## src/rtl/sram_arbiter.sv

```systemverilog
// Two-port round-robin arbiter in front of a single-port synchronous SRAM.
// Each granted access takes three cycles: IDLE (arbitrate), ACCESS (drive SRAM), RESP (done).
module sram_arbiter #(
    parameter int unsigned WORD_SIZE = 16,
    parameter int unsigned ADDR_SIZE = 8
) (
    input  logic                 clk,
    input  logic                 rst,

    input  logic                 m0_req,
    input  logic                 m0_we,
    input  logic [ADDR_SIZE-1:0] m0_addr,
    input  logic [WORD_SIZE-1:0] m0_wdata,
    output logic                 m0_gnt,
    output logic                 m0_done,
    output logic [WORD_SIZE-1:0] m0_rdata,

    input  logic                 m1_req,
    input  logic                 m1_we,
    input  logic [ADDR_SIZE-1:0] m1_addr,
    input  logic [WORD_SIZE-1:0] m1_wdata,
    output logic                 m1_gnt,
    output logic                 m1_done,
    output logic [WORD_SIZE-1:0] m1_rdata,

    output logic                 mem_en,
    output logic                 mem_we,
    output logic [ADDR_SIZE-1:0] mem_addr,
    output logic [WORD_SIZE-1:0] mem_wdata,
    input  logic [WORD_SIZE-1:0] mem_rdata
);

    localparam logic [1:0] IDLE   = 2'd0;
    localparam logic [1:0] ACCESS = 2'd1;
    localparam logic [1:0] RESP   = 2'd2;

    logic [1:0]           state_q, state_d;
    logic                 winner_q, winner_d;
    logic                 last_q, last_d;
    logic                 we_q, we_d;
    logic [ADDR_SIZE-1:0] addr_q, addr_d;
    logic [WORD_SIZE-1:0] wdata_q, wdata_d;
    logic                 pick;
    logic                 busy;

    // Under contention the port not served last wins; otherwise the lone requester.
    assign pick = (m0_req && m1_req) ? ~last_q : m1_req;

    always_comb begin
        state_d  = state_q;
        winner_d = winner_q;
        last_d   = last_q;
        we_d     = we_q;
        addr_d   = addr_q;
        wdata_d  = wdata_q;
        case (state_q)
            IDLE: begin
                if (m0_req || m1_req) begin
                    state_d  = ACCESS;
                    winner_d = pick;
                    last_d   = pick;
                    we_d     = pick ? m1_we    : m0_we;
                    addr_d   = pick ? m1_addr  : m0_addr;
                    wdata_d  = pick ? m1_wdata : m0_wdata;
                end
            end
            ACCESS:  state_d = RESP;
            RESP:    state_d = IDLE;
            default: state_d = IDLE;
        endcase
    end

    always_ff @(posedge clk or posedge rst) begin
        if (rst) begin
            state_q  <= IDLE;
            winner_q <= 1'b0;
            last_q   <= 1'b1;
            we_q     <= 1'b0;
            addr_q   <= '0;
            wdata_q  <= '0;
        end else begin
            state_q  <= state_d;
            winner_q <= winner_d;
            last_q   <= last_d;
            we_q     <= we_d;
            addr_q   <= addr_d;
            wdata_q  <= wdata_d;
        end
    end

    // All outputs decode from registered state so reset clears them immediately.
    assign busy      = (state_q == ACCESS) || (state_q == RESP);
    assign mem_en    = (state_q == ACCESS);
    assign mem_we    = mem_en & we_q;
    assign mem_addr  = mem_en ? addr_q  : '0;
    assign mem_wdata = mem_en ? wdata_q : '0;

    assign m0_gnt   = busy & ~winner_q;
    assign m1_gnt   = busy &  winner_q;
    assign m0_done  = (state_q == RESP) & ~winner_q;
    assign m1_done  = (state_q == RESP) &  winner_q;
    assign m0_rdata = m0_done ? mem_rdata : '0;
    assign m1_rdata = m1_done ? mem_rdata : '0;

endmodule

```

## config.mk

```make
export PLATFORM = sky130hd
export DESIGN_NAME = sram_arbiter
export DESIGN_NICKNAME = d
export VERILOG_FILES = /design/src/rtl/sram_arbiter.sv
export SDC_FILE = /design/constraint.sdc
export NUM_CORES = 1
export LEC_CHECK = 0
export BUFFER_PORTS_ARGS = -buffer_cell sky130_fd_sc_hd__buf_2
export CAP_MARGIN = 20
export CELL_PAD_IN_SITES_DETAIL_PLACEMENT = 1
export CELL_PAD_IN_SITES_GLOBAL_PLACEMENT = 1
export CORE_UTILIZATION = 25
export CTS_BUF_LIST = sky130_fd_sc_hd__clkbuf_8
export DETAILED_ROUTE_END_ITERATION = 10
export PLACE_DENSITY_LB_ADDON = 0.1
export SKIP_LAST_GASP = 1
export SLEW_MARGIN = 20
export SYNTH_ARGS = -nofsm -noshare
export SYNTH_HDL_FRONTEND = slang
export SYNTH_SLANG_ARGS = --single-unit
```

## constraint.sdc

```tcl
create_clock -name clk -period 1.41 [get_ports clk]
set_clock_uncertainty 0.05 [all_clocks]
set_input_delay 0.282 -clock clk [delete_from_list [all_inputs] [get_ports clk]]
set_output_delay 0.282 -clock clk [all_outputs]
set_load 0.1 [all_outputs]
```

## Yosys cells after proc, flatten, opt, wreduce, memory -nomap -nowiden

Cells that the tools add are included.

- Register bits after elaboration: 29
- Input bits: 70
- Output and inout bits: 62

- Eq/ne operators: 3
- Multiplexer cells: 10
- Bitwise logic cells: 7
- Reductions and logical operators: 5

Operators by type and width:

| cell | number |
|---|---|
| 2-to-1 mux 16 bit | 4 |
| 2-to-1 mux 8 bit | 2 |
| AND 1 bit | 5 |
| case mux 2 bit (2 select lines) | 1 |
| equality test 2 x 1 -> 1 bit, second input constant | 1 |
| equality test 2 bit, second input constant | 1 |
| logical NOT 2 bit | 1 |
| logical OR 1 bit | 2 |
| 2-to-1 mux 1 bit | 2 |
| 2-to-1 mux 2 bit | 1 |
| != test 2 bit, second input constant | 1 |
| NOT 1 bit | 2 |
| AND reduction 2 bit | 1 |
| logical AND 1 bit | 1 |

## Logic depth before layout (Yosys ltp)

Gate-level depths: netlist (run 1).

- Depth after elaboration: 3
- Gate-level depth with buffers: 7

## Least setup slack after synthesis (run 1)

OpenSTA, ideal clock, no wires.

- Path type: flip-flop to output port
- Start point: register state_q[0]
- End point: output port m0_rdata[10]
- Data arrival time: 2.225 ns
- Data required time: 1.078 ns
- Setup slack: -1.147 ns
- Cell stages (with the launch flop): 6
- Path through: dfrtp_1 inv_1 ha_1 and2b_1 buf_2 and2_1

- Cells in the longest elaborated chain, start to end: 3

RTL lines:

| what | RTL line | source |
|---|---|---|
| from (decl) | 37 | `logic [1:0] state_q, state_d;` |
| from (signal assigned) | 82 | `state_q <= state_d;` |
| equality test 2 bit | 100 | `assign m0_done = (state_q == RESP) & ~winner_q;` |
| AND 1 bit | 100 |  |
| via m0_done | 15 | `output logic m0_done,` |
| 2-to-1 mux 16 bit | 102 | `assign m0_rdata = m0_done ? mem_rdata : '0;` |
| to (decl) | 16 | `output logic [WORD_SIZE-1:0] m0_rdata,` |

The timed path passes the listed nets, and every way through them passes these cells.

## Worst setup path after layout (run 1)

- Start point: register state_q[0]
- End point: output port mem_addr[2]

- Cells in the longest elaborated chain, start to end: 2

RTL lines:

| what | RTL line | source |
|---|---|---|
| equality test 2 x 1 -> 1 bit | 93 | `assign mem_en = (state_q == ACCESS);` |
| 2-to-1 mux 8 bit | 95 | `assign mem_addr = mem_en ? addr_q : '0;` |
| to (decl) | 28 | `output logic [ADDR_SIZE-1:0] mem_addr,` |

Every way passes these cells.

==> results.sh, run 1 <==
export IMPL_post_route_cells_drive_above_1_share=0.6799
export IMPL_drv_slew=0
export IMPL_worstReg2RegEnd="addr_q[3]"
export IMPL_wl_per_cell_um=17.84
export IMPL_hold_violation_total_from_the_final_report=0
export IMPL_dp_hpwl_um=5264
export IMPL_drt_pass1_iter_count=4
export IMPL_die_h_um=86.93
export IMPL_ys_warn_count=0
export IMPL_nets=451
export IMPL_setup_slack_ns=-0.4769
export IMPL_async_flop_share=1.000
export IMPL_drc_errors=0
export IMPL_grt_ovfl_total=0
export IMPL_category_of_the_critical_setup_timing_path="register to output pin"
export IMPL_mostFrequentLayoutCell="buf_2"
export IMPL_floorplan_rows=30
export IMPL_track_usage=0.2213
export IMPL_detailedRoute_firstIterationViolations=61
export IMPL_antenna_found_initial=0
export IMPL_yosysSeqAreaShare=0.4032
export IMPL_timing_rr_start="state_q[0]"
export IMPL_areaGrowthSynthToFinish_pct=133.4
export IMPL_crit_path_cell_trace="buf_4 -> ha_4 -> buf_8 -> and2_4 -> buf_12"
export IMPL_hp_start="m0_addr[7]"
export IMPL_floorplan_die_area_um2=7556
export IMPL_worst_path_largest_cell_delay_ns=0.42
export IMPL_path_clk_slew_ns=0.07
export IMPL_run_status="finished with violations"
export IMPL_simple_gate_area_share_of_the_yosys_netlist=0.3206
export IMPL_max_freq_mhz=530.0
export IMPL_start_util=0.2625
export IMPL_clk_path_buf_depth=2
export IMPL_timing_reg2reg_worst_path_depth=7
export IMPL_synth_enable_flop_cells=0
export IMPL_synth_compound_gate_area_share=0.1790
export IMPL_syn_instance_count=225
export IMPL_synthAdderAreaFrac=0.02776
export IMPL_cts_buffers=5
export IMPL_detail_route_vias_per_cell=4.688
export IMPL_synth_ff_latch_count=29
export IMPL_layout_cells_most_common_list="buf_2, buf_12, and2_4"
export IMPL_syn_mean_instance_area_um2=8.013
export IMPL_placement_io_buffers=131
export IMPL_mappedNetlistNets=299
export IMPL_worstHoldPathCells=3
export IMPL_synth_top_family_by_area="simple AND/OR/NAND/NOR gates"
export IMPL_failing_checks="negative setup slack"
export IMPL_tritoncts="yes"
export IMPL_first_global_vias=2431
export IMPL_crit_path_end_kind="output pin"
export IMPL_ff2ff_setup_slack_ns=-0.11
export IMPL_die_w_um=86.93
export IMPL_grt_first_pass_wirelength_um=12640
export IMPL_timing_final_crit_period_ns=1.887
export IMPL_min_delay_worst_endpoint="addr_q[7]"
export IMPL_fin_crit_sh=1.338
export IMPL_relSlewSlack=0.7706
export IMPL_timing_critical_path_slowest_stage_cell="dfrtp_1"
export IMPL_max_cap_viol_count=0
export IMPL_antennaDiodeCount=0
export IMPL_final_routed_wirelength_across_all_metal_layers_um=8458
export IMPL_cts_root_buf="clkbuf_8"
export IMPL_worst_slew_pin_slew_ns=0.3432
export IMPL_pin_count=132
export IMPL_post_layout_nonfiller_instances=474
export IMPL_synthXorXnorAreaFrac=0
export IMPL_crit_arrival_ns=1.55
export IMPL_coreArea_um2=6869
export IMPL_cp_required_ns=1.08
export IMPL_setup_viol=90
export IMPL_startpoint_type="register"
export IMPL_synthesis_area_um2=1803
export IMPL_placed_cells=453
export IMPL_worst_hold_path_type="primary input to register"
export IMPL_dr_total_vias=2222
export IMPL_setup_repair_after_global_routing_missed_its_margin="true"
export IMPL_final_antenna_net_count=0
export IMPL_grt_max_degree=30
export IMPL_gp_congestion=0.6694
export IMPL_cts_num_sinks=29
export IMPL_insertion_delay_ns=0.29
export IMPL_critPathMaxFanout=12
export IMPL_synth_distinct_cells=24
export IMPL_postSynth_topFlopCell="dfrtp_1"
export IMPL_synth_mux_area_fraction=0.006246
export IMPL_cts_max_level=2
==> kinds of logic after synthesis <==
logic type | count (synthesis)
adder cells (fa/ha/maj) | 4
flip-flops | 29
AND/OR/NAND/NOR | 113
multiplexers | 1
AO/OA/AOI/OAI | 58
buffers and inverters | 20
==> sequential cells by signal, indices dropped and copies added, names as in the netlist <==
signal and cells:
winner_q 1, addr_q 8, wdata_q 16, we_q 1, state_q 2, last_q 1
==> Yosys cell counts, types with 2 or more instances <==
master | n | area (µm²)
a21oi_1 | 51 | 255.2
nand2_1 | 26 | 97.59
buf_6 | 3 | 33.78
buf_2 | 6 | 30.03
and2_1 | 43 | 269.0
inv_1 | 3 | 11.26
dfrtp_1 | 28 | 700.7
and3_1 | 16 | 100.1
buf_4 | 2 | 15.01
ha_1 | 4 | 50.05
nor2_1 | 26 | 97.59
clkbuf_1 | 5 | 18.77
==> through the flow <==
step	hold slack (ns)	instance area, µm²	TNS [ns]	utilization	setup slack, ns
floorplan	0.3094	1992	-11.52	-	-0.2891
global placement	0.2827	3759	-11.07	0.5472	-0.1995
detailed placement	0.2862	3759	-15.61	0.5472	-0.2614
CTS	0.1627	4049	-25.97	0.5894	-0.4459
global route	0.1763	4209	-33.75	0.6128	-0.5201
finish	0.1707	4209	-29.46	0.6128	-0.4769
==> worst max-delay path by stage <==
stage          startpoint           end  slack [ns]
2_1_floorplan  state_q[0]  m0_rdata[10]       -0.29
3_3_place_gp   state_q[1]   m0_rdata[4]       -0.20
3_5_place_dp   state_q[0]  m0_rdata[15]       -0.26
4_1_cts        state_q[1]  m0_rdata[14]       -0.45
5_1_grt        state_q[0]  m0_rdata[10]       -0.52
6_report       state_q[0]   mem_addr[2]       -0.48
==> layout make-up <==
type                            count  area [µm²]
Fill cell                         758        2660
Timing Repair Buffer              157        1914
Multi-Input combinational cell    181        1316
Sequential cell                    29       728.2
Tap cell                           96       120.1
Clock buffer                        6       82.58
Clock inverter                      2       33.78
Inverter                            3       13.76
==> routing by layer <==
metal,up-vias,routed length [µm],global-route usage
met1,1094,3309,0.2417
met2,71,4639,0.4259
met5,-,0,0
li1,1051,-,-
met4,0,65,0.05758
met3,6,444,0.05024
==> critical path, delay by kind of cell (launching register included) <==
family                     cells  cell delay [ns]
buffers and inverters          3             0.49
DFF                            1             0.42
and+or+nand+nor                1             0.17
adders and majority gates      1             0.19
==> timing repair <==
item | in CTS | in global routing
hold buffers | 1 | 0
pin swaps | 4 | 13
gates cloned | 6 | 2
endpoints found under the hold margin | 28 | 0
setup buffers | 2 | 3
resized for setup | 22 | 38
endpoints found under the setup margin | 90 | 91
Power of run 1 is not shown: default switching activity piles up to over one toggle a cycle in this logic, so the estimate is an artifact.
==> inputs of run 2 (changes only) <==
--- a/config.mk
+++ b/config.mk
@@ -6,13 +6,14 @@
 export NUM_CORES = 1
 export LEC_CHECK = 0
 export BUFFER_PORTS_ARGS = -buffer_cell sky130_fd_sc_hd__buf_2
-export CAP_MARGIN = 20
+export CAP_MARGIN = 25
 export CELL_PAD_IN_SITES_DETAIL_PLACEMENT = 1
 export CELL_PAD_IN_SITES_GLOBAL_PLACEMENT = 1
 export CORE_UTILIZATION = 25
 export CTS_BUF_LIST = sky130_fd_sc_hd__clkbuf_8
 export DETAILED_ROUTE_END_ITERATION = 10
 export PLACE_DENSITY_LB_ADDON = 0.1
+export RECOVER_POWER = 100
 export SKIP_LAST_GASP = 1
 export SLEW_MARGIN = 20
 export SYNTH_ARGS = -nofsm -noshare
==> run 2 against run 1 <==
The flow still finishes with violations (negative setup slack). Worst setup slack better by 0.0011 ns. Register-to-register slack about the same. Routed wire length increased by 0.11%. Count of clock-buffer cells in the layout did not move. Cell count unchanged. Critical path depth is the same. Via count increased by 0.68%. Sequential share of layout area is 0.052 points higher. Flip-flop and latch count unchanged. Non-clock buffer count did not move. Global-route usage unchanged. Largest cell class unchanged.
==> results.sh, run 2 (synthesized netlist as in run 1, its figures left out) <==
export IMPL_run_status="finished with violations"
export IMPL_failing_checks="negative setup slack"
export IMPL_cts_buffers=5
export IMPL_first_global_vias=2431
export IMPL_cp_required_ns=1.08
export IMPL_worst_slew_pin_slew_ns=0.4474
export IMPL_die_w_um=86.93
export IMPL_floorplan_die_area_um2=7556
export IMPL_reg_top3="wdata_q: 16 flops, addr_q: 8 flops, state_q: 2 flops"
export IMPL_floorplan_rows=30
export IMPL_fill_cells=759
export IMPL_track_usage=0.2213
export IMPL_layout_cells_most_common_list="buf_2, buf_12, and2_4"
export IMPL_placement_io_buffers=131
export IMPL_drc_errors=0
export IMPL_max_cap_viol_count=0
export IMPL_dr_total_vias=2237
export IMPL_max_flop_register="wdata_q"
export IMPL_final_routed_wirelength_across_all_metal_layers_um=8467
export IMPL_hp_start="m0_addr[7]"
export IMPL_final_antenna_net_count=0
export IMPL_hold_violation_total_from_the_final_report=0
export IMPL_nets=451
export IMPL_fin_crit_sh=1.337
export IMPL_drt_pass1_iter_count=4
export IMPL_start_util=0.2625
export IMPL_detailedRoute_firstIterationViolations=59
export IMPL_worstHoldPathCells=3
export IMPL_antennaDiodeCount=0
export IMPL_timing_reg2reg_worst_path_depth=7
export IMPL_clk_path_buf_depth=2
export IMPL_wl_per_cell_um=17.86
export IMPL_grt_first_pass_wirelength_um=12640
export IMPL_critPathMaxFanout=12
export IMPL_cts_num_sinks=29
export IMPL_crit_arrival_ns=1.55
export IMPL_path_clk_slew_ns=0.07
export IMPL_grt_max_degree=30
export IMPL_relSlewSlack=0.7018
export IMPL_antenna_found_initial=0
export IMPL_worst_hold_path_type="primary input to register"
export IMPL_startpoint_type="register"
export IMPL_detail_route_vias_per_cell=4.719
export IMPL_insertion_delay_ns=0.29
export IMPL_tritoncts="yes"
export IMPL_category_of_the_critical_setup_timing_path="register to output pin"
export IMPL_grt_ovfl_total=0
export IMPL_coreArea_um2=6869
export IMPL_dp_hpwl_um=5264
export IMPL_max_freq_mhz=530.3
export IMPL_drv_slew=0
export IMPL_crit_path_end_kind="output pin"
export IMPL_post_route_cells_drive_above_1_share=0.6799
export IMPL_worstReg2RegEnd="addr_q[3]"
export IMPL_ff2ff_setup_slack_ns=-0.11
export IMPL_timing_hold_ws_ns=0.1711
export IMPL_gp_congestion=0.6694
export IMPL_areaGrowthSynthToFinish_pct=132.8
export IMPL_setup_viol=90
export IMPL_setup_repair_after_global_routing_missed_its_margin="true"
export IMPL_timing_final_crit_period_ns=1.886
export IMPL_cts_max_level=2
export IMPL_setup_slack_ns=-0.4758
export IMPL_die_h_um=86.93
export IMPL_mostFrequentLayoutCell="buf_2"
export IMPL_number_of_flip_flops_under_the_largest_register_name=16
export IMPL_min_delay_worst_endpoint="addr_q[7]"
export IMPL_timing_rr_start="state_q[0]"
export IMPL_cts_root_buf="clkbuf_8"
export IMPL_pin_count=132
==> run 2: layout make-up <==
cell class / count / area (µm²) / area share
repair buffers: 157 / 1902 / 0.4532
well taps: 96 / 120.1 / 0.02862
clock buffers: 6 / 82.58 / 0.01968
multi-input cells: 181 / 1316 / 0.3137
flip-flops and latches: 29 / 728.2 / 0.1735
clock inverters: 2 / 33.78 / 0.008050
inverters: 3 / 13.76 / 0.003280
==> run 2: stage by stage <==
step	TNS [ns]	instance area [µm²]	setup slack, ns	cells	utilization
after global placement	-11.07	3759	-0.1995	453	0.5472
after global routing	-33.75	4197	-0.5201	474	0.6109
after CTS	-25.97	4049	-0.4459	470	0.5894
after detailed placement	-15.61	3759	-0.2614	453	0.5472
after floorplan	-11.52	1992	-0.2891	225	-
final	-29.49	4197	-0.4758	474	0.6109
==> run 2: critical path, stage by stage (launching register included) <==
cell and delay [ns]:
dfrtp_1 0.42, buf_4 0.18, ha_4 0.19, buf_8 0.15, and2_4 0.17, buf_12 0.16
==> run 2: worst max-delay path by stage <==
stage | cells past startpoint | end | startpoint | slack, ns
final | 5 | mem_addr[2] | state_q[0] | -0.48
after global routing | 5 | m0_rdata[10] | state_q[0] | -0.52
after global placement | 4 | m0_rdata[4] | state_q[1] | -0.20
after CTS | 4 | m0_rdata[14] | state_q[1] | -0.45
after floorplan | 5 | m0_rdata[10] | state_q[0] | -0.29
after detailed placement | 5 | m0_rdata[15] | state_q[0] | -0.26
==> run 2: per-layer routing <==
| layer | track usage | share of wire | vias up |
|---|---|---|---|
| met5 | 0 | 0 | - |
| met1 | 0.2417 | 0.39 | 1109 |
| met2 | 0.4259 | 0.55 | 71 |
| met4 | 0.05758 | 0.0074 | 0 |
| li1 | - | - | 1051 |
| met3 | 0.05024 | 0.053 | 6 |
==> run 2: timing repair <==
action | in CTS | in global routing
endpoints found under the hold margin | 28 | 0
pin swaps | 4 | 13
setup buffers | 2 | 3
gates resized for setup | 22 | 38
endpoints found under the setup margin | 90 | 91
gates cloned | 6 | 2
hold buffers | 1 | 0
Power of run 2 is left out for the same reason.
==> inputs of run 3 (changes only) <==
--- a/config.mk
+++ b/config.mk
@@ -14,6 +14,7 @@
 export DETAILED_ROUTE_END_ITERATION = 10
 export PLACE_DENSITY_LB_ADDON = 0.1
 export RECOVER_POWER = 100
+export SETUP_SLACK_MARGIN = 0.1
 export SKIP_LAST_GASP = 1
 export SLEW_MARGIN = 20
 export SYNTH_ARGS = -nofsm -noshare
==> run 3 against run 2 <==
The flow still finishes with violations (negative setup slack). Maximum frequency rose by 1.4%. Via count rose by 0.67%. Non-clock buffer count fell by 2. Routed wire length rose by 0.73%.
==> results.sh, run 3 (synthesized netlist as in run 1, its figures left out) <==
export IMPL_run_status="finished with violations"
export IMPL_failing_checks="negative setup slack"
export IMPL_crit_arrival_ns=1.53
export IMPL_cts_buffers=5
export IMPL_setup_viol=89
export IMPL_final_antenna_net_count=0
export IMPL_max_cap_viol_count=0
export IMPL_antenna_found_initial=0
export IMPL_critPathMaxFanout=17
export IMPL_worst_path_largest_cell_delay_ns=0.42
export IMPL_worst_slew_pin_slew_ns=0.7723
export IMPL_antennaDiodeCount=0
export IMPL_fill_cells=727
export IMPL_clk_path_buf_depth=2
export IMPL_drt_pass1_iter_count=4
export IMPL_detailedRoute_firstIterationViolations=47
export IMPL_timing_rr_start="state_q[0]"
export IMPL_drc_errors=0
export IMPL_number_of_flip_flops_under_the_largest_register_name=16
export IMPL_coreArea_um2=6869
export IMPL_areaGrowthSynthToFinish_pct=143.1
export IMPL_die_w_um=86.93
export IMPL_detail_route_vias_per_cell=4.771
export IMPL_tritoncts="yes"
export IMPL_max_flop_register="wdata_q"
export IMPL_placement_io_buffers=131
export IMPL_pin_count=132
export IMPL_start_util=0.2625
export IMPL_ff_latch_area_um2=726.9
export IMPL_wl_per_cell_um=18.07
export IMPL_crit_path_cell_trace="inv_2 -> ha_4 -> buf_8 -> and3_2 -> buf_12"
export IMPL_post_route_cells_drive_above_1_share=0.7979
export IMPL_hold_violation_total_from_the_final_report=0
export IMPL_startpoint_type="register"
export IMPL_gp_congestion=0.6994
export IMPL_final_routed_wirelength_across_all_metal_layers_um=8529
export IMPL_cts_root_buf="clkbuf_8"
export IMPL_fin_crit_sh=1.319
export IMPL_nets=449
export IMPL_timing_reg2reg_worst_path_depth=7
export IMPL_relSlewSlack=0.4851
export IMPL_dp_hpwl_um=5343
export IMPL_worst_hold_path_type="primary input to asynchronous set/reset pin"
export IMPL_path_clk_slew_ns=0.07
export IMPL_timing_final_crit_period_ns=1.860
export IMPL_max_freq_mhz=537.7
export IMPL_cts_num_sinks=29
export IMPL_timing_critical_path_slowest_stage_cell="dfrtp_1"
export IMPL_setup_repair_after_global_routing_missed_its_margin="true"
export IMPL_crit_family="buffers and inverters"
export IMPL_first_global_vias=2297
export IMPL_multi_input_area_um2=1533
export IMPL_floorplan_die_area_um2=7556
export IMPL_grt_ovfl_total=0
export IMPL_grt_max_degree=30
export IMPL_dr_total_vias=2252
export IMPL_floorplan_rows=30
export IMPL_track_usage=0.1978
export IMPL_ff2ff_setup_slack_ns=-0.12
export IMPL_reg_top3="wdata_q: 16 flops, addr_q: 8 flops, state_q: 2 flops"
export IMPL_die_h_um=86.93
export IMPL_crit_path_end_kind="output pin"
export IMPL_category_of_the_critical_setup_timing_path="register to output pin"
export IMPL_insertion_delay_ns=0.28
export IMPL_drv_slew=0
export IMPL_setup_tns_ns=-29.00
export IMPL_cts_max_level=2
export IMPL_grt_first_pass_wirelength_um=11390
export IMPL_cp_required_ns=1.08
export IMPL_cts_hold_buffers=0
export IMPL_setup_slack_ns=-0.4498
export IMPL_layout_cells_most_common_list="buf_2, buf_12, and2_4"
export IMPL_timing_hold_ws_ns=0.1540
export IMPL_critPathBufInv=3
export IMPL_worstReg2RegEnd="wdata_q[0]"
export IMPL_mostFrequentLayoutCell="buf_2"
## run 3: changes by cell type in the layout (fill, tap and decap cells not counted), sizes merged
cell         previous run  this run
dlygate4sd3             1         0
buf                   154       152
clkbuf                  8         9
o21a                    4         1
o21ai                   1         4
## run 3: tightest hold or removal path, delay by kind of cell
kind	cells	cell delay, ns
buffers and inverters	3	0.72
## run 3: through the flow
stage | utilization | cells | setup slack, ns | area (µm²)
after global placement | 0.5435 | 452 | -0.1881 | 3734
after CTS | 0.5659 | 462 | -0.4822 | 3887
after global routing | 0.6381 | 472 | -0.5138 | 4383
final | 0.6381 | 472 | -0.4498 | 4383
after detailed placement | 0.5435 | 452 | -0.2787 | 3734
after floorplan | - | 225 | -0.2891 | 2022
## run 3: routing by layer
metal,wire length (µm),GRT usage,vias up
met5,0,0,-
li1,-,-,1043
met4,73,0.05303,0
met3,484,0.05403,11
met1,3146,0.2196,1110
met2,4825,0.3686,88
## run 3: cell type report
class,count,area share
repair buffers,155,0.4279
multi-input cells,181,0.3497
flip-flops and latches,29,0.1659
well taps,96,0.02741
clock buffers,6,0.01884
clock inverters,2,0.007708
inverters,3,0.002569
## run 3: worst max path at each step
stage | cells after the start | end | startpoint | slack, ns
finish | 5 | m1_rdata[1] | state_q[0] | -0.45
global route | 5 | m0_rdata[7] | state_q[0] | -0.51
CTS | 5 | m0_gnt | state_q[0] | -0.48
detailed placement | 5 | m0_rdata[0] | state_q[0] | -0.28
global placement | 4 | m0_rdata[2] | state_q[1] | -0.19
floorplan | 5 | m0_rdata[10] | state_q[0] | -0.29
## run 3: what timing repair did
| action | 4_1_cts | 5_1_grt |
|---|---|---|
| endpoints found under the setup margin | 91 | 91 |
| cloned | 2 | 6 |
| pin swaps | 0 | 17 |
| gates resized for setup | 6 | 101 |
| buffers inserted | 0 | 4 |
Power of run 3 is left out for the same reason.
